### src/rtl/temp_sample_conditioner_pkg.sv
// temp_sample_conditioner_pkg
//   Shared definitions for the temperature sample conditioner:
//   - FSM state encodings
//   - Fahrenheit offset
//   - divider width and constant divisor
//   - the 9c+2 helper used to build the Fahrenheit dividend
package temp_sample_conditioner_pkg;

  localparam logic [1:0] ST_ACCUM  = 2'd0;
  localparam logic [1:0] ST_ROUND  = 2'd1;
  localparam logic [1:0] ST_DIV    = 2'd2;
  localparam logic [1:0] ST_COMMIT = 2'd3;

  localparam int SAMPLE_W  = 12;
  localparam int OUT_W     = 8;
  localparam int F_OFFSET  = 32;
  localparam int DIV_BITS  = 11;
  localparam int DIV_CONST = 5;

  // 9*c + 2 built from a shift and adds; the +2 turns the floor of the
  // later divide-by-5 into round-to-nearest for 1.8*c.
  function automatic logic [DIV_BITS-1:0] times9_plus2(input logic [OUT_W-1:0] c);
    logic [DIV_BITS-1:0] cx;
    cx = {{(DIV_BITS-OUT_W){1'b0}}, c};
    return (cx << 3) + cx + DIV_BITS'(2);
  endfunction

endpackage

### src/rtl/temp_sample_conditioner_if.sv
// temp_sample_conditioner_if
//   Raw sample valid/ready handshake from the sensor interface.
//   sample_valid : sample present (source -> conditioner)
//   sample_data  : signed sample, 1/16 degC LSB (source -> conditioner)
//   sample_ready : conditioner can take a sample (conditioner -> source)
interface temp_sample_conditioner_if;
  import temp_sample_conditioner_pkg::*;

  logic                sample_valid;
  logic [SAMPLE_W-1:0] sample_data;
  logic                sample_ready;

  modport master (output sample_valid, output sample_data, input sample_ready);
  modport slave  (input sample_valid, input sample_data, output sample_ready);

endinterface

### src/rtl/temp_sample_conditioner_seq_div_const.sv
// seq_div_const
//   Restoring divider by a constant, one quotient bit per cycle, MSB first.
//   Ports:
//     clk, rst         : clock, async active-low reset
//     start            : load dividend (ignored state is discarded)
//     dividend         : WIDTH-bit unsigned dividend
//     done             : high in the cycle whose clock edge computes the final
//                        quotient bit; quotient/remainder are valid after it
//     quotient         : WIDTH-bit quotient
//     remainder        : remainder, one spare bit wide
module seq_div_const #(
  parameter int WIDTH   = 11,
  parameter int DIVISOR = 5,
  localparam int REM_W  = $clog2(DIVISOR),
  localparam int CNT_W  = $clog2(WIDTH)
) (
  input  logic             clk,
  input  logic             rst,
  input  logic             start,
  input  logic [WIDTH-1:0] dividend,
  output logic             done,
  output logic [WIDTH-1:0] quotient,
  output logic [REM_W:0]   remainder
);

  localparam logic [REM_W:0] DIV_C = (REM_W+1)'(DIVISOR);

  logic [WIDTH-1:0] dvd;
  logic [WIDTH-1:0] quo;
  logic [REM_W:0]   rem;
  logic [CNT_W-1:0] cnt;
  logic             busy;
  logic [REM_W:0]   trial;
  logic             ge;

  // Partial remainder is always < DIVISOR, so its top bit is never needed
  // when shifting in the next dividend bit.
  assign trial = {rem[REM_W-1:0], dvd[WIDTH-1]};
  assign ge    = (trial >= DIV_C);
  assign done  = busy && (cnt == '0);

  always_ff @(posedge clk or negedge rst) begin
    if (!rst) begin
      dvd  <= '0;
      quo  <= '0;
      rem  <= '0;
      cnt  <= '0;
      busy <= 1'b0;
    end else if (start) begin
      dvd  <= dividend;
      quo  <= '0;
      rem  <= '0;
      cnt  <= CNT_W'(WIDTH-1);
      busy <= 1'b1;
    end else if (busy) begin
      rem <= ge ? (trial - DIV_C) : trial;
      quo <= {quo[WIDTH-2:0], ge};
      dvd <= {dvd[WIDTH-2:0], 1'b0};
      if (cnt == '0) busy <= 1'b0;
      else           cnt  <= cnt - 1'b1;
    end
  end

  assign quotient  = quo;
  assign remainder = rem;

endmodule

### src/rtl/temp_sample_conditioner.sv
// temp_sample_conditioner
//   Block-averages 2^AVG_LOG2 raw temperature samples, converts the rounded
//   average to whole degC (clamped 0..MAX_C) and degF, and presents both as
//   stable 8-bit values that change together once per block.
//   Ports:
//     clk, rst     : clock, async active-low reset
//     smp          : sample valid/ready handshake (slave side)
//     temp_c       : whole degC, 0..MAX_C
//     temp_f       : whole degF, 32..210
//     temp_update  : one-cycle pulse when new temp_c/temp_f appear
//     temp_valid   : at least one result since reset
//     stale        : no result for STALE_CYCLES cycles
//
//   state     | meaning
//   ----------+--------------------------------------------------------
//   ST_ACCUM  | ready; summing accepted samples until the block is full
//   ST_ROUND  | round/clamp the average, start the Fahrenheit divide
//   ST_DIV    | divider running (11 cycles)
//   ST_COMMIT | register temp_c/temp_f together, clear the block
module temp_sample_conditioner
  import temp_sample_conditioner_pkg::*;
#(
  parameter int AVG_LOG2     = 3,
  parameter int FRAC_BITS    = 4,
  parameter int MAX_C        = 99,
  parameter int STALE_CYCLES = 25000000
) (
  input  logic                      clk,
  input  logic                      rst,
  temp_sample_conditioner_if.slave  smp,
  output logic [OUT_W-1:0]          temp_c,
  output logic [OUT_W-1:0]          temp_f,
  output logic                      temp_update,
  output logic                      temp_valid,
  output logic                      stale
);

  localparam int ACC_W   = SAMPLE_W + AVG_LOG2;
  localparam int SH      = AVG_LOG2 + FRAC_BITS;
  localparam int AVG_W   = ACC_W + 1 - SH;
  localparam int STALE_W = $clog2(STALE_CYCLES + 1);
  localparam int DREM_W  = $clog2(DIV_CONST) + 1;

  localparam logic signed [ACC_W:0]   RND      = (ACC_W+1)'(1 << (SH-1));
  localparam logic signed [AVG_W-1:0] MAX_S    = AVG_W'(MAX_C);
  localparam logic [STALE_W-1:0]      STALE_TC = STALE_W'(STALE_CYCLES);

  logic [1:0]                state;
  logic signed [ACC_W-1:0]   acc;
  logic [AVG_LOG2-1:0]       samp_cnt;
  logic [STALE_W-1:0]        stale_cnt;
  logic [OUT_W-1:0]          c_reg;
  logic                      accept;
  logic signed [ACC_W:0]     rsum;
  logic signed [AVG_W-1:0]   avg;
  logic [OUT_W-1:0]          c_clamp;
  logic                      div_start;
  logic                      div_done;
  logic [DIV_BITS-1:0]       div_dividend;
  logic [DIV_BITS-1:0]       div_quo;
  logic [DREM_W-1:0]         div_rem;
  logic                      unused_div;

  assign smp.sample_ready = (state == ST_ACCUM);
  assign accept           = smp.sample_valid && (state == ST_ACCUM);

  // One guard bit so the rounding constant cannot overflow a full-scale sum.
  assign rsum = {acc[ACC_W-1], acc} + RND;
  assign avg  = rsum[ACC_W:SH];

  always_comb begin
    c_clamp = OUT_W'(avg);
    if (avg[AVG_W-1])      c_clamp = '0;
    else if (avg > MAX_S)  c_clamp = OUT_W'(MAX_C);
  end

  assign div_start    = (state == ST_ROUND);
  assign div_dividend = times9_plus2(c_clamp);

  seq_div_const #(
    .WIDTH   (DIV_BITS),
    .DIVISOR (DIV_CONST)
  ) u_div5 (
    .clk       (clk),
    .rst       (rst),
    .start     (div_start),
    .dividend  (div_dividend),
    .done      (div_done),
    .quotient  (div_quo),
    .remainder (div_rem)
  );

  // Remainder and quotient bits above 178 are never needed.
  assign unused_div = ^{div_rem, div_quo[DIV_BITS-1:OUT_W]};

  always_ff @(posedge clk or negedge rst) begin
    if (!rst) begin
      state       <= ST_ACCUM;
      acc         <= '0;
      samp_cnt    <= '0;
      c_reg       <= '0;
      temp_c      <= '0;
      temp_f      <= OUT_W'(F_OFFSET);
      temp_update <= 1'b0;
      temp_valid  <= 1'b0;
    end else begin
      temp_update <= 1'b0;
      case (state)
        ST_ACCUM: begin
          if (accept) begin
            acc      <= acc + {{AVG_LOG2{smp.sample_data[SAMPLE_W-1]}}, smp.sample_data};
            samp_cnt <= samp_cnt + 1'b1;
            if (&samp_cnt) state <= ST_ROUND;
          end
        end
        ST_ROUND: begin
          c_reg <= c_clamp;
          state <= ST_DIV;
        end
        ST_DIV: begin
          if (div_done) state <= ST_COMMIT;
        end
        ST_COMMIT: begin
          temp_c      <= c_reg;
          temp_f      <= div_quo[OUT_W-1:0] + OUT_W'(F_OFFSET);
          temp_update <= 1'b1;
          temp_valid  <= 1'b1;
          acc         <= '0;
          samp_cnt    <= '0;
          state       <= ST_ACCUM;
        end
        default: state <= ST_ACCUM;
      endcase
    end
  end

  always_ff @(posedge clk or negedge rst) begin
    if (!rst)                     stale_cnt <= '0;
    else if (state == ST_COMMIT)  stale_cnt <= '0;
    else if (stale_cnt != STALE_TC) stale_cnt <= stale_cnt + 1'b1;
  end

  assign stale = (stale_cnt == STALE_TC);

endmodule

### src/flat_wrapper.sv
// flat-port wrapper written by rule: the top's interface ports become plain ports
module temp_sample_conditioner_flat import temp_sample_conditioner_pkg::*;
#(
  parameter int AVG_LOG2     = 3,
  parameter int FRAC_BITS    = 4,
  parameter int MAX_C        = 99,
  parameter int STALE_CYCLES = 25000000
)
  (clk, rst, temp_c, temp_f, temp_update, temp_valid, stale, smp_sample_valid, smp_sample_data, smp_sample_ready);
  temp_sample_conditioner_if smp_i ();
  input  logic clk;
  input  logic rst;
  output logic [OUT_W-1:0] temp_c;
  output logic [OUT_W-1:0] temp_f;
  output logic temp_update;
  output logic temp_valid;
  output logic stale;
  input wire logic [$bits(smp_i.sample_valid)-1:0] smp_sample_valid;
  input wire logic [$bits(smp_i.sample_data)-1:0] smp_sample_data;
  output wire logic [$bits(smp_i.sample_ready)-1:0] smp_sample_ready;
  assign smp_i.sample_valid = smp_sample_valid;
  assign smp_i.sample_data = smp_sample_data;
  assign smp_sample_ready = smp_i.sample_ready;
  temp_sample_conditioner #(.AVG_LOG2(AVG_LOG2), .FRAC_BITS(FRAC_BITS), .MAX_C(MAX_C), .STALE_CYCLES(STALE_CYCLES)) u_core (.clk(clk), .rst(rst), .smp(smp_i), .temp_c(temp_c), .temp_f(temp_f), .temp_update(temp_update), .temp_valid(temp_valid), .stale(stale));
endmodule
### config.mk
export PLATFORM = sky130hd
export DESIGN_NAME = temp_sample_conditioner_flat
export DESIGN_NICKNAME = d
export VERILOG_FILES = /design/src/rtl/temp_sample_conditioner_pkg.sv /design/src/rtl/temp_sample_conditioner_if.sv /design/src/rtl/temp_sample_conditioner_seq_div_const.sv /design/src/rtl/temp_sample_conditioner.sv /design/src/flat_wrapper.sv
export SDC_FILE = /design/constraint.sdc
export NUM_CORES = 1
export LEC_CHECK = 0
export BUFFER_PORTS_ARGS = -buffer_cell sky130_fd_sc_hd__buf_2
export CAP_MARGIN = 5
export CORE_UTILIZATION = 41
export CTS_CLUSTER_DIAMETER = 30
export CTS_CLUSTER_SIZE = 12
export DETAILED_ROUTE_END_ITERATION = 8
export PLACE_DENSITY = 0.63
export SLEW_MARGIN = 20
export SYNTH_ARGS = -nofsm -noshare
export SYNTH_HDL_FRONTEND = slang
export SYNTH_SLANG_ARGS = --single-unit
### constraint.sdc
create_clock -name clk -period 2.9 [get_ports clk]
set_input_delay 0 -clock clk [delete_from_list [all_inputs] [get_ports clk]]
set_output_delay 0 -clock clk [all_outputs]
set_load 0.02 [all_outputs]
==> After elaboration in Yosys (flattened, before gate mapping) <==
Index checks and enable logic that the tools add are counted.
{ "op_classes": {"n_addsub": 9, "order_cmp": 2, "eq_ne": 9, "mux": 26, "reduce_logical": 11} }
{ "op_table": {"columns": ["operator", "count"], "rows": [
  ["two-way mux 25 bit", 2],
  ["two-way mux 8 bit", 4],
  ["one-hot mux 15 bit (2 select lines)", 1],
  ["adder 25 x 1 -> 25 bit, second input constant", 1],
  ["== test 25 bit, second input constant", 1],
  ["!= test 25 bit, second input constant", 1],
  ["two-way mux 11 bit", 2],
  ["adder 15 x 8 -> 16 bit, second input constant", 1],
  ["adder 15 bit", 1],
  ["two-way mux 15 bit", 1],
  ["two-way mux 3 bit", 4],
  ["two-way mux 4 bit", 3],
  ["adder 11 x 2 -> 11 bit, second input constant", 1],
  ["adder 11 x 8 -> 11 bit", 1],
  ["greater-than comparator 9 x 8 -> 1 bit, second input constant", 1],
  ["adder 8 x 6 -> 8 bit, second input constant", 1],
  ["!= test 2 x 1 -> 1 bit, second input constant", 4],
  ["one-hot mux 2 bit (4 select lines)", 1],
  ["two-way mux 2 bit", 3],
  ["one-hot mux 3 bit (2 select lines)", 1],
  ["AND reduction 3 bit", 2],
  ["nonzero test 2 bit", 3],
  ["== test 2 bit, second input constant", 2],
  ["greater-or-equal comparator 4 x 3 -> 1 bit, second input constant", 1],
  ["other kinds (9)", 14]
]} }
{ "totals": {"ff_bits": 98, "in_bits": 15, "output_inout_bits": 20, "word_cells": 71} }

==> Longest topological paths before layout <==
Gate-level depths: netlist (run 1).
{ "depth": {"depth_word": 7, "ltp_mapped": 16, "ltp_nobuf": 15} }

==> Hierarchy <==
Synthesis (run 1) repeated with hierarchy kept, for this count alone.
{ "unflattened": {"hier_cells": 563, "area_unflattened_um2": 5764.3} }
{ "modules_own_cells": {"columns": ["mod", "instances", "cells_each", "area_each_um2", "seq_area_each_um2"], "rows": [
  ["temp_sample_conditioner", 1, 426, 4317.9, 1778.0],
  ["seq_div_const", 1, 137, 1446.4, 775.7]
]} }

==> Worst setup path before layout (run 1) <==
No wires, ideal clock.
{ "synth_timing": {"path_type": "register to register", "start": "reg u_core.acc[6]", "end": "reg u_core.u_div5.dvd[8]", "setup_ps": 78, "arrival_ps": 3130, "required_time_ps": 2822, "slack_ps": -308, "stages_incl_launch_ff": 17, "path_buffers": 1, "cell_sequence": "dfrtp_1 > ha_1 > buf_6 > and3_4 > nand2_2 > o31ai_2 > o221a_2 > or2_2 > o21a_1 > ha_1 > nand3_1 > a311oi_1 > o21ai_1 > a31oi_1 > a221oi_2 > xor2_1 > a21oi_1"} }
{ "synth_between": {"elab_chain_len": 7} }
{ "synth_lines": {"columns": ["item", "line", "source"], "rows": [
  ["start, declared", "temp_sample_conditioner.sv:49", "logic signed [ACC_W-1:0] acc;"],
  ["start signal, assigned", "temp_sample_conditioner.sv:111", "acc <= acc + {{AVG_LOG2{smp.sample_data[SAMPLE_W-1]}}, smp.sample_data};"],
  ["adder 15 x 8 -> 16 bit *", "temp_sample_conditioner.sv:68", "assign rsum = {acc[ACC_W-1], acc} + RND;"],
  ["greater-than comparator 9 x 8 -> 1 bit", "temp_sample_conditioner.sv:74", "else if (avg > MAX_S) c_clamp = OUT_W'(MAX_C);"],
  ["two-way mux 8 bit", "temp_sample_conditioner.sv:74", null],
  ["two-way mux 8 bit *", "temp_sample_conditioner.sv:73", "if (avg[AVG_W-1]) c_clamp = '0;"],
  ["named net u_core.c_clamp[1]", "temp_sample_conditioner.sv:56", "logic [OUT_W-1:0] c_clamp;"],
  ["adder 11 x 8 -> 11 bit *", "temp_sample_conditioner_pkg.sv:25", "return (cx << 3) + cx + DIV_BITS'(2);"],
  ["adder 11 x 2 -> 11 bit *", "temp_sample_conditioner_pkg.sv:25", null],
  ["two-way mux 11 bit *", "temp_sample_conditioner_seq_div_const.sv:49", "end else if (start) begin"],
  ["end signal, assigned", "temp_sample_conditioner_seq_div_const.sv:50", "dvd <= dividend;"],
  ["end signal, assigned", "temp_sample_conditioner_seq_div_const.sv:58", "dvd <= {dvd[WIDTH-2:0], 1'b0};"],
  ["end, declared", "temp_sample_conditioner_seq_div_const.sv:28", "logic [WIDTH-1:0] dvd;"]
]} }
The timed path passes the listed nets; every way through them passes the cells marked *.
A chain may end at the register's enable or synchronous reset.

==> Final worst setup path (run 1) <==
{ "layout_timing": {"start": "reg u_core.acc[7]", "end": "reg u_core.u_div5.dvd[8]"} }
The elaborated chain is that of the path after synthesis.

==> summary.md, run 1 <==
| Metric | Value |
|---|---|
| Cell count after synthesis | 561 |
| Synth async-reset ratio | 1.00 |
| Yosys reg bits | 98 |
| Post-Route WL | 11400 um |
| Mapped Nets | 609 |
| CTS tree | done |
| RSZ-0062 raised after global routing | yes |
| Largest regs | u_core.stale_cnt (25), u_core.acc (15), u_core.u_div5.dvd (11) |
| Die height | 119 um |
| Sequential share of power | 0.309 |
| Worst Hold Path EP | u_core.acc[0] |
| Clock share of power | 0.188 |
| Placement Rows | 42 |
| Worst reg2reg endpoint | u_core.u_div5.dvd[8] |
| Critical path arrival | 3260 ps |
| Worst vdd ir | 428 uV |
| Final Skew | 5.46 ps |
| Cell depth of the worst hold path | 4 |
| Min-delay src | smp_sample_data[0] |
| Largest Register | u_core.stale_cnt |
| CORE AREA | 0.0133 mm2 |
| P_leak | 3.15 nW |
| Initial core utilization | 0.423 |
| DRT antenna net count | 0 |
| Fin util | 0.506 |
| Synth Area in Compound Gates | 0.134 |
| DR vias | 4265 |
| Overflow after GRT | 0 |
| Largest family of logic cells by synthesized area | simple AND/OR/NAND/NOR gates |
| Combinational Power Share | 0.503 |
| Clock Latency Late Sink | 350 ps |
| DP Area | 0.00624 mm2 |
| Dominant cells by area after synthesis | dfrtp_1, ha_1, xnor2_1 |
| Internal | 4.43 mW |
| Root buffer cell | clkbuf_16 |
| Type of the worst min-delay path | in -> reg |
| Sink Count | 98 |
| Detailed placer's ending HPWL | 8140 um |
| Post-synth top cells | dfrtp_1, nor2_1, nand2_1, ha_1, xnor2_1 |
| Mean Syn Cell Area | 10.1 um2 |
| Status | finished, violations left |
| Cts bufs inserted | 9 |
| Maxcap violations | 0 |
| First-pass GRT wire length | 20100 um |
| Top-area cell type share of the netlist area | 0.430 |
| Xor/xnor share of the synthesized area | 0.0776 |
| Worst Path Class, Setup | reg -> reg |
| Mux contribution to synthesized area | 0.0716 |
| Router iterations before antenna repair | 4 |
| Simple-gate share of the synthesized area | 0.171 |
| Tot Pwr | 7.28 mW |
| Final nets | 677 |
| Worst EP required | 3170 ps |
| Layout cells sized above 1 | 0.256 |
| Bufs on Longest Clock Path | 2 |
| Die width | 119 um |
| GP Congestion | 0.866 |
| Largest net degree at the start of global routing | 70 |
| GR Util All Layers | 0.175 |
| Initial drt markers | 144 |
| Setup Viol. Count Final | 3 |
| Worst r2r src | u_core.acc[7] |
| Largest fanout on the critical path | 6 |
| Number of synthesized flops with an enable pin | 0 |
| Final min period | 3000 ps |
| Startpoint Class | flop |
| Ys Warns | 0 |
| IO buf count | 34 |
| Library cells used by synthesis | 68 |
| Number of diodes | 0 |
| Layout area overhead | 19.8% |
| Post-synth top area cell | dfrtp_1 |
| Pwr dens | 1080 mW/mm2 |
| Final slew viol count | 0 |
| Post-layout instance area | 0.00676 mm2 |
| Vias in the first global route | 4358 |
| Post-synthesis sequential area ratio | 0.435 |
| Most common cell in the netlist | dfrtp_1 |
| Reg-to-reg slack, setup | -100 ps |
| Worst-path clk slew | 70 ps |
| Area of the mapped netlist | 0.00564 mm2 |
| Fillers | 1243 |
| R2r worst-path depth | 15 |
| Rel. slew slack | 0.428 |
| Die ar. | 0.0142 mm2 |
| Ports | 35 |
| Max FFs per register | 25 |
| Failing checks | setup timing |
| Psw | 2.85 mW |
| Setup TNS | -150 ps |
| Switching Share | 0.392 |
| Most used flip-flop cell after synthesis | dfrtp_1 |
| Hold_ws | 72.5 ps |
| Initial antenna violation count | 0 |
| Post-synthesis adder-cell area fraction | 0.0745 |
| Sequential cell area | 0.00246 mm2 |
| CP Capture Type | flop |
| Measured slew at the worst slew-check pin | 855 ps |
| Setup ws final | -96.4 ps |
| Final Hold Vio Count | 0 |
| Drc violations | 0 |
| Drt wl/cell | 14.1 um |
| Multi-input combinational cell area | 0.00312 mm2 |
| H-tree depth | 3 |
| Fmax | 334 MHz |
| Routed vias/inst | 5.27 |
| Fin crit share | 1.03 |
[per-layer routing]
metal | vias to the layer above | share of wire | global-route usage
met2 | 51 | 0.49 | 0.299
met3 | 19 | 0.026 | 0.0345
met4 | 0 | 0.020 | 0.0742
met1 | 2088 | 0.46 | 0.214
met5 | - | 0 | 0
li1 | 2107 | - | -
[kinds of logic after synthesis]
group / after synthesis
xor gates and xnor gates: 50
other: 1
muxes: 38
DFF: 98
buffers and inverters: 45
AOI/OAI and AO/OA: 105
and+or+nand+nor: 191
adders and majority gates: 33
[worst max-delay path: stages (launching register included)]
cell      delay, ps
dfrtp_1         410
buf_4           170
and2_4          150
nand4_1         130
nor2_2           50
o221a_2         260
or2_4           260
o21a_4          220
ha_4            270
nand3_2          60
a311oi_2        220
o21ai_2         110
a31oi_1         200
a221oi_2        100
xor2_1          150
a21oi_1         150
[layout make-up]
class / instances / share of cell area
Multi-Input combinational cell: 418 / 0.462
Sequential cell: 98 / 0.364
Timing Repair Buffer: 82 / 0.0809
Clock buffer: 11 / 0.0344
Tap cell: 176 / 0.0326
Clock inverter: 5 / 0.0154
Inverter: 20 / 0.0111
[placed cells by master (no fill, tap or decap), types with 4 or more instances in the layout]
cell | netlist | routed
ha_1 | 32 | 28
nor2_1 | 54 | 53
a21oi_1 | 23 | 20
nand2_1 | 43 | 42
buf_2 | 3 | 33
mux2i_1 | 19 | 18
nand3_1 | 22 | 21
mux2_2 | 19 | 19
clkbuf_16 | 0 | 9
nor3_1 | 9 | 7
nand2b_1 | 11 | 11
nor4_1 | 4 | 4
xor2_1 | 22 | 22
buf_4 | 2 | 45
dfrtp_1 | 97 | 94
o21ai_0 | 26 | 24
or3_1 | 6 | 6
xnor2_1 | 28 | 26
inv_1 | 20 | 19
nor2b_1 | 10 | 10
nand4_1 | 8 | 8
a211oi_1 | 7 | 7
a22o_1 | 9 | 9
o31ai_1 | 4 | 4
[through the flow]
step | cells | setup WS, ps
finish | 810 | -96.4
global route | 810 | -279
detailed placement | 787 | -81.5
global placement | 787 | -14.9
floorplan | 561 | -57.0
CTS | 807 | -93.7
[worst max-delay path by stage]
stage / startpoint / end / slack [ps] / cells past startpoint
after floorplan: u_core.acc[7] / u_core.u_div5.dvd[8] / -60 / 16
after global placement: u_core.acc[7] / u_core.u_div5.dvd[8] / -10 / 15
after detailed placement: u_core.acc[9] / u_core.u_div5.dvd[8] / -80 / 13
after CTS: u_core.acc[7] / u_core.u_div5.dvd[8] / -90 / 15
after global routing: u_core.acc[7] / u_core.u_div5.dvd[8] / -280 / 15
final: u_core.acc[7] / u_core.u_div5.dvd[8] / -100 / 15
[power by group through the flow]
stage	registers, mW	logic (mW)	clock network, mW
2_1_floorplan	2.23	2.53	0
3_3_place_gp	2.23	3.35	0
4_1_cts	2.25	3.54	1.40
6_report	2.25	3.66	1.37
5_1_grt	2.32	4.07	1.45
3_5_place_dp	2.26	3.46	0
[what timing repair did]
| item | CTS | global route |
|---|---|---|
| setup buffers | 3 | 3 |
| hold buffers | 1 | 0 |
| pin swaps | 1 | 6 |
| setup endpoints to repair | 5 | 9 |
| endpoints found under the hold margin | 66 | 0 |
| gates resized for setup | 7 | 23 |
Note: power is estimated with default switching activity, not from simulation.
==> run 2, diff against run 1 <==
CTS_BUF_LIST = sky130_fd_sc_hd__clkbuf_16   (was default)
==> run 2 against run 1 <==
  * Critical path depth stayed put
  * Flip-flop and latch count stayed put
  * Largest power group unchanged
  * Fmax hardly changed
  * Critical endpoint unchanged
  * Sequential power hardly changed
  * First-iteration DRC count stayed put
  * Clock-buffer cell count is 2 lower
  * Worst setup slack worse by 0.51 ps
  * The flow still finishes with violations (setup timing)
  * Power is 0.14% lower
  * Routed wire length hardly changed
  * Non-clock buffer count stayed put
  * Global-route usage stayed put
  * Critical path type unchanged
==> summary.md, run 2 (synthesis gave the netlist of run 1 again) <==
| Metric | Value |
|---|---|
| Max FFs per register | 25 (unchanged) |
| Initial core utilization | 0.423 (unchanged) |
| Post-layout instance area | 0.00676 mm2 (unchanged) |
| Router iterations before antenna repair | 5 (+1) |
| Critical path arrival | 3260 ps (about the same) |
| Fillers | 1243 (unchanged) |
| Final nets | 677 (unchanged) |
| Vias in the first global route | 4358 (unchanged) |
| Pwr dens | 1080 mW/mm2 (-0.14%) |
| Setup Viol. Count Final | 3 (unchanged) |
| CTS tree | done |
| Initial antenna violation count | 0 (unchanged) |
| Detailed placer's ending HPWL | 8140 um (unchanged) |
| Post-Route WL | 11400 um (about the same) |
| Placed insts | 787 (unchanged) |
| P_leak | 3.15 nW (+0.26%) |
| Final slew viol count | 0 (unchanged) |
| Measured slew at the worst slew-check pin | 855 ps (unchanged) |
| Worst vdd ir | 427 uV (about the same) |
| Setup crit start | u_core.acc[7] |
| Die ar. | 0.0142 mm2 (unchanged) |
| CP Capture Type | flop |
| RSZ-0062 raised after global routing | yes |
| Most frequent cells in the layout | dfrtp_1, nor2_1, buf_4, nand2_1, buf_2 |
| Placement Rows | 42 (unchanged) |
| Min-delay src | smp_sample_data[0] |
| Overflow after GRT | 0 (unchanged) |
| Final Hold Vio Count | 0 (unchanged) |
| Status | finished, violations left |
| Type of the worst min-delay path | in -> reg |
| Largest net degree at the start of global routing | 70 (unchanged) |
| DRT antenna net count | 0 (unchanged) |
| Maxcap violations | 0 (unchanged) |
| Setup ws final | -96.9 ps (-0.513 ps) |
| Worst-path clk slew | 70 ps (about the same) |
| Sink Count | 98 (unchanged) |
| H-tree depth | 3 (unchanged) |
| Cts bufs inserted | 9 (unchanged) |
| Root buffer cell | clkbuf_16 |
| Commonest non-fill, non-tap cell in the layout | dfrtp_1 |
| CORE AREA | 0.0133 mm2 (unchanged) |
| First-pass GRT wire length | 20100 um (unchanged) |
| Final std cells w/o fill | 810 (unchanged) |
| Final min period | 3000 ps (+0.513 ps) |
| Failing checks | setup timing |
| Largest Register | u_core.stale_cnt |
| DP Area | 0.00624 mm2 (unchanged) |
| Drc violations | 0 (unchanged) |
| IO buf count | 34 (unchanged) |
| GP Congestion | 0.866 (unchanged) |
| Ports | 35 (unchanged) |
| Drt wl/cell | 14.1 um (about the same) |
| Startpoint Class | flop |
| Worst Path Class, Setup | reg -> reg |
| Die height | 119 um (unchanged) |
| Worst r2r src | u_core.acc[7] |
| Largest regs | u_core.stale_cnt (25), u_core.acc (15), u_core.u_div5.dvd (11) |
| Number of diodes | 0 (unchanged) |
| Layout area overhead | 19.8% (unchanged) |
| Fin crit share | 1.03 (about the same) |
| Routed vias/inst | 5.27 (unchanged) |
| Layout cells sized above 1 | 0.256 (unchanged) |
| Fmax | 334 MHz (about the same) |
| Largest fanout on the critical path | 6 (unchanged) |
| GR Util All Layers | 0.175 (unchanged) |
| Final Skew | 5.58 ps (+0.120 ps) |
| Clock Latency Late Sink | 350 ps (about the same) |
| Rel. slew slack | 0.428 (unchanged) |
| Die width | 119 um (unchanged) |
| DR vias | 4265 (unchanged) |
| Worst EP required | 3170 ps (about the same) |
| Bufs on Longest Clock Path | 2 (unchanged) |
| Initial drt markers | 144 (unchanged) |
-- run 2: through the flow --
step / worst slack [ps] / setup TNS, ps / power, mW / hold WS, ps / util
floorplan: -57.0 / -57.0 / 4.76 / -296 / -
global placement: -14.9 / -14.9 / 5.58 / 165 / 0.467
detailed placement: -81.5 / -106 / 5.72 / 176 / 0.467
CTS: -94.0 / -101 / 7.18 / 74.0 / 0.497
global route: -279 / -917 / 7.84 / 90.9 / 0.506
finish: -96.9 / -151 / 7.27 / 72.4 / 0.506
-- run 2: critical path, stage by stage (launching register included) --
cell,delay (ps)
dfrtp_1,410
buf_4,170
and2_4,150
nand4_1,130
nor2_2,50
o221a_2,260
or2_4,260
o21a_4,220
ha_4,270
nand3_2,60
a311oi_2,220
o21ai_2,110
a31oi_1,200
a221oi_2,100
xor2_1,150
a21oi_1,150
-- run 2: final timing paths --
check | endpoint | slack [ps] | cells past startpoint
worst min register to register | u_core.temp_f[5] | 480 | 1
min in group asynchronous | u_core.stale_cnt[1] | 310 | 2
worst max-delay path | u_core.u_div5.dvd[8] | -100 | 15
worst max register to register | u_core.u_div5.dvd[8] | -100 | 15
worst min-delay path | u_core.acc[0] | 70 | 4
max in group asynchronous | u_core.acc[10] | 1840 | 3
-- run 2: area by class of cell --
type	count	area, um2	area share
clock inverter	7	111	0.0165
inverter	20	75.1	0.0111
sequential	98	2460	0.364
timing repair buffer	82	547	0.0809
multi-input combinational	418	3120	0.462
tap	176	220	0.0326
clock buffer	9	225	0.0333
-- run 2: where the power goes --
group          internal [mW]  total (mW)  switching (mW)  leakage (nW)
registers               1.85        2.25           0.398          1.26
logic                   1.73        3.66            1.93          1.72
clock network          0.839        1.36           0.517         0.172
-- run 2: routing by layer --
metal	track usage	up-vias	routed length [um]
met3	0.0345	19	300
met2	0.299	51	5600
met1	0.214	2088	5250
met5	0	-	0
met4	0.0742	0	233
li1	-	2107	-
-- run 2: what timing repair did --
item,4_1_cts,5_1_grt
resized for setup,7,23
hold buffers,1,0
setup buffers,3,3
endpoints found under the setup margin,5,9
pin swaps,1,6
endpoints found under the hold margin,66,0
gates cloned,0,0
==> run 3, diff against run 2 <==
clock period = 2.7 ns   (was 2.9 ns; I/O delays follow)
==> run 3 against run 2 <==
  * The flow still finishes with violations (setup timing)
  * Critical path depth stayed put
  * Worst setup slack got worse by 170 ps
  * First-iteration DRC count rose by 66%
  * Clock skew increased by 3.2 ps
  * Cell count up 1.2%
  * Sequential power increased by 7%
  * Flip-flop and latch count unchanged
  * Global-route usage rose by 0.83 points
  * Register-to-register slack worse by 170 ps
  * Sequential share of layout area down 0.38 points
  * Core utilization up 0.51 points
  * Largest cell class unchanged
==> summary.md, run 3 (synthesis gave the netlist of run 1 again) <==
| Metric | Value |
|---|---|
| Pwr dens | 1140 mW/mm2 (+6.0%) |
| Worst-path clk slew | 70 ps (about the same) |
| Measured slew at the worst slew-check pin | 866 ps (+11.0 ps) |
| Overflow after GRT | 0 (unchanged) |
| Number of diodes | 0 (unchanged) |
| Initial core utilization | 0.423 (unchanged) |
| Worst EP required | 2920 ps (-250 ps) |
| Fin crit share | 1.10 (+0.0663) |
| Drc violations | 0 (unchanged) |
| Setup ws final | -269 ps (-172 ps) |
| Maxcap violations | 0 (unchanged) |
| Vias in the first global route | 4439 (+1.9%) |
| CORE AREA | 0.0133 mm2 (unchanged) |
| Die ar. | 0.0142 mm2 (unchanged) |
| Final min period | 2970 ps (-27.6 ps) |
| Sink Count | 98 (unchanged) |
| Detailed placer's ending HPWL | 8290 um (+1.8%) |
| Final slew viol count | 0 (unchanged) |
| Worst vdd ir | 480 uV (+12%) |
| Tot Pwr | 7.78 mW (+7.1%) |
| Placed insts | 800 (+1.7%) |
| Largest fanout on the critical path | 5 (-1) |
| Fmax | 337 MHz (+0.93%) |
| Largest regs | u_core.stale_cnt (25), u_core.acc (15), u_core.u_div5.dvd (11) |
| Final Skew | 8.83 ps (+3.25 ps) |
| Placement Rows | 42 (unchanged) |
| P_leak | 3.18 nW (+0.79%) |
| Initial antenna violation count | 0 (unchanged) |
| Layout area overhead | 21.0% |
| DR vias | 4287 (+0.52%) |
| Worst Path Class, Setup | reg -> reg |
| Drt wl/cell | 14.3 um (+1.9%) |
| Rel. slew slack | 0.420 (-0.00735) |
| GP Congestion | 0.891 (+2.9%) |
| Final nets | 687 (+1.5%) |
| Startpoint Class | flop |
| Initial drt markers | 239 (+66%) |
| CP Capture Type | flop |
| CTS tree | done |
| Commonest non-fill, non-tap cell in the layout | dfrtp_1 |
| Routed vias/inst | 5.23 (-0.71%) |
| Clock Latency Late Sink | 350 ps (about the same) |
| RSZ-0062 raised after global routing | yes |
| Router iterations before antenna repair | 4 (-1) |
| Largest Register | u_core.stale_cnt |
| Setup Viol. Count Final | 6 (+3) |
| Ports | 35 (unchanged) |
| Fin util | 0.512 (+0.00506) |
| Final std cells w/o fill | 820 (+1.2%) |
| Die height | 119 um (unchanged) |
| First-pass GRT wire length | 20800 um (+3.6%) |
| Fillers | 1216 (-2.2%) |
| DRT antenna net count | 0 (unchanged) |
| Max FFs per register | 25 (unchanged) |
| Cts bufs inserted | 9 (unchanged) |
| Die width | 119 um (unchanged) |
| H-tree depth | 3 (unchanged) |
| Status | finished, violations left |
| Critical path arrival | 3190 ps (-70 ps) |
| Type of the worst min-delay path | in -> reg |
| Failing checks | setup timing |
| IO buf count | 34 (unchanged) |
| Layout cells sized above 1 | 0.267 (+0.0116) |
| Bufs on Longest Clock Path | 2 (unchanged) |
| GR Util All Layers | 0.183 (+0.00833) |
| Largest net degree at the start of global routing | 50 (-29%) |
| Most frequent cells in the layout | dfrtp_1, buf_4, nor2_1, nand2_1, buf_2 |
| Final Hold Vio Count | 0 (unchanged) |
| Root buffer cell | clkbuf_16 |
| Post-Route WL | 11700 um (+3.2%) |
run 3: cell count changes in the layout (fill, tap and decap cells not counted), moves of 2 or more:
cell / change
clkinv_1: +2
bufinv_16: -2
ha_4: +2
buf_4: +10
run 3: worst paths after layout:
check | endpoint | start | cells past startpoint | slack, ps
setup / recovery | u_core.u_div5.dvd[8] | u_core.acc[6] | 15 | -270
hold / removal | u_core.acc[14] | smp_sample_data[11] | 4 | 90
setup reg to reg | u_core.u_div5.dvd[8] | u_core.acc[6] | 15 | -270
hold reg to reg | u_core.temp_valid | u_core.temp_valid | 1 | 460
max in group asynchronous | u_core.temp_f[5] | rst | 3 | 1670
min in group asynchronous | u_core.stale_cnt[0] | rst | 2 | 220
run 3: metal layers:
layer,GRT usage,wire [um]
met1,0.229,5540
met2,0.310,5730
met3,0.0297,224
met4,0.0844,251
met5,0,0
run 3: where the power goes:
part | internal (mW) | switching, mW | total [mW]
Clock | 0.715 | 0.572 | 1.29
Sequential | 1.99 | 0.409 | 2.40
Combinational | 1.95 | 2.15 | 4.10
Total | 4.66 | 3.13 | 7.78
run 3: per-stage QoR:
stage / setup TNS [ps] / worst slack [ps] / hold WS (ps) / area (um2)
5_1_grt: -2230 / -446 / 117 / 6830
6_report: -1210 / -269 / 91.1 / 6830
2_1_floorplan: -726 / -257 / -296 / 5660
4_1_cts: -1110 / -250 / 78.6 / 6730
3_3_place_gp: -810 / -206 / 66.1 / 6330
3_5_place_dp: -1370 / -280 / 72.7 / 6330
run 3: cell type report:
| type | instances | area, um2 | area share |
|---|---|---|---|
| Clock inverter | 7 | 67.6 | 0.00990 |
| Multi-Input combinational cell | 418 | 3160 | 0.463 |
| Inverter | 20 | 75.1 | 0.0110 |
| Timing Repair Buffer | 92 | 622 | 0.0911 |
| Tap cell | 176 | 220 | 0.0323 |
| Clock buffer | 9 | 225 | 0.0330 |
| Sequential cell | 98 | 2460 | 0.360 |
run 3: repair_timing:
action | CTS | global route
hold buffers | 1 | 0
resized for setup | 19 | 13
hold endpoints to repair | 47 | 0
gates cloned | 0 | 0
setup buffers | 0 | 3
pin swaps | 13 | 9
setup endpoints to repair | 9 | 9
run 3: worst max-delay path: stages, from the launching register on:
cell and delay [ps]:
dfrtp_1 420, ha_4 210, and3_4 170, nand2_4 70, o31ai_4 50, o221a_2 240, or2_4 250, o21a_1 210
ha_4 300, nand3_4 60, a311oi_2 170, o21ai_1 120, a31oi_1 210, a221oi_2 100, xor2_1 160, a21oi_1 80
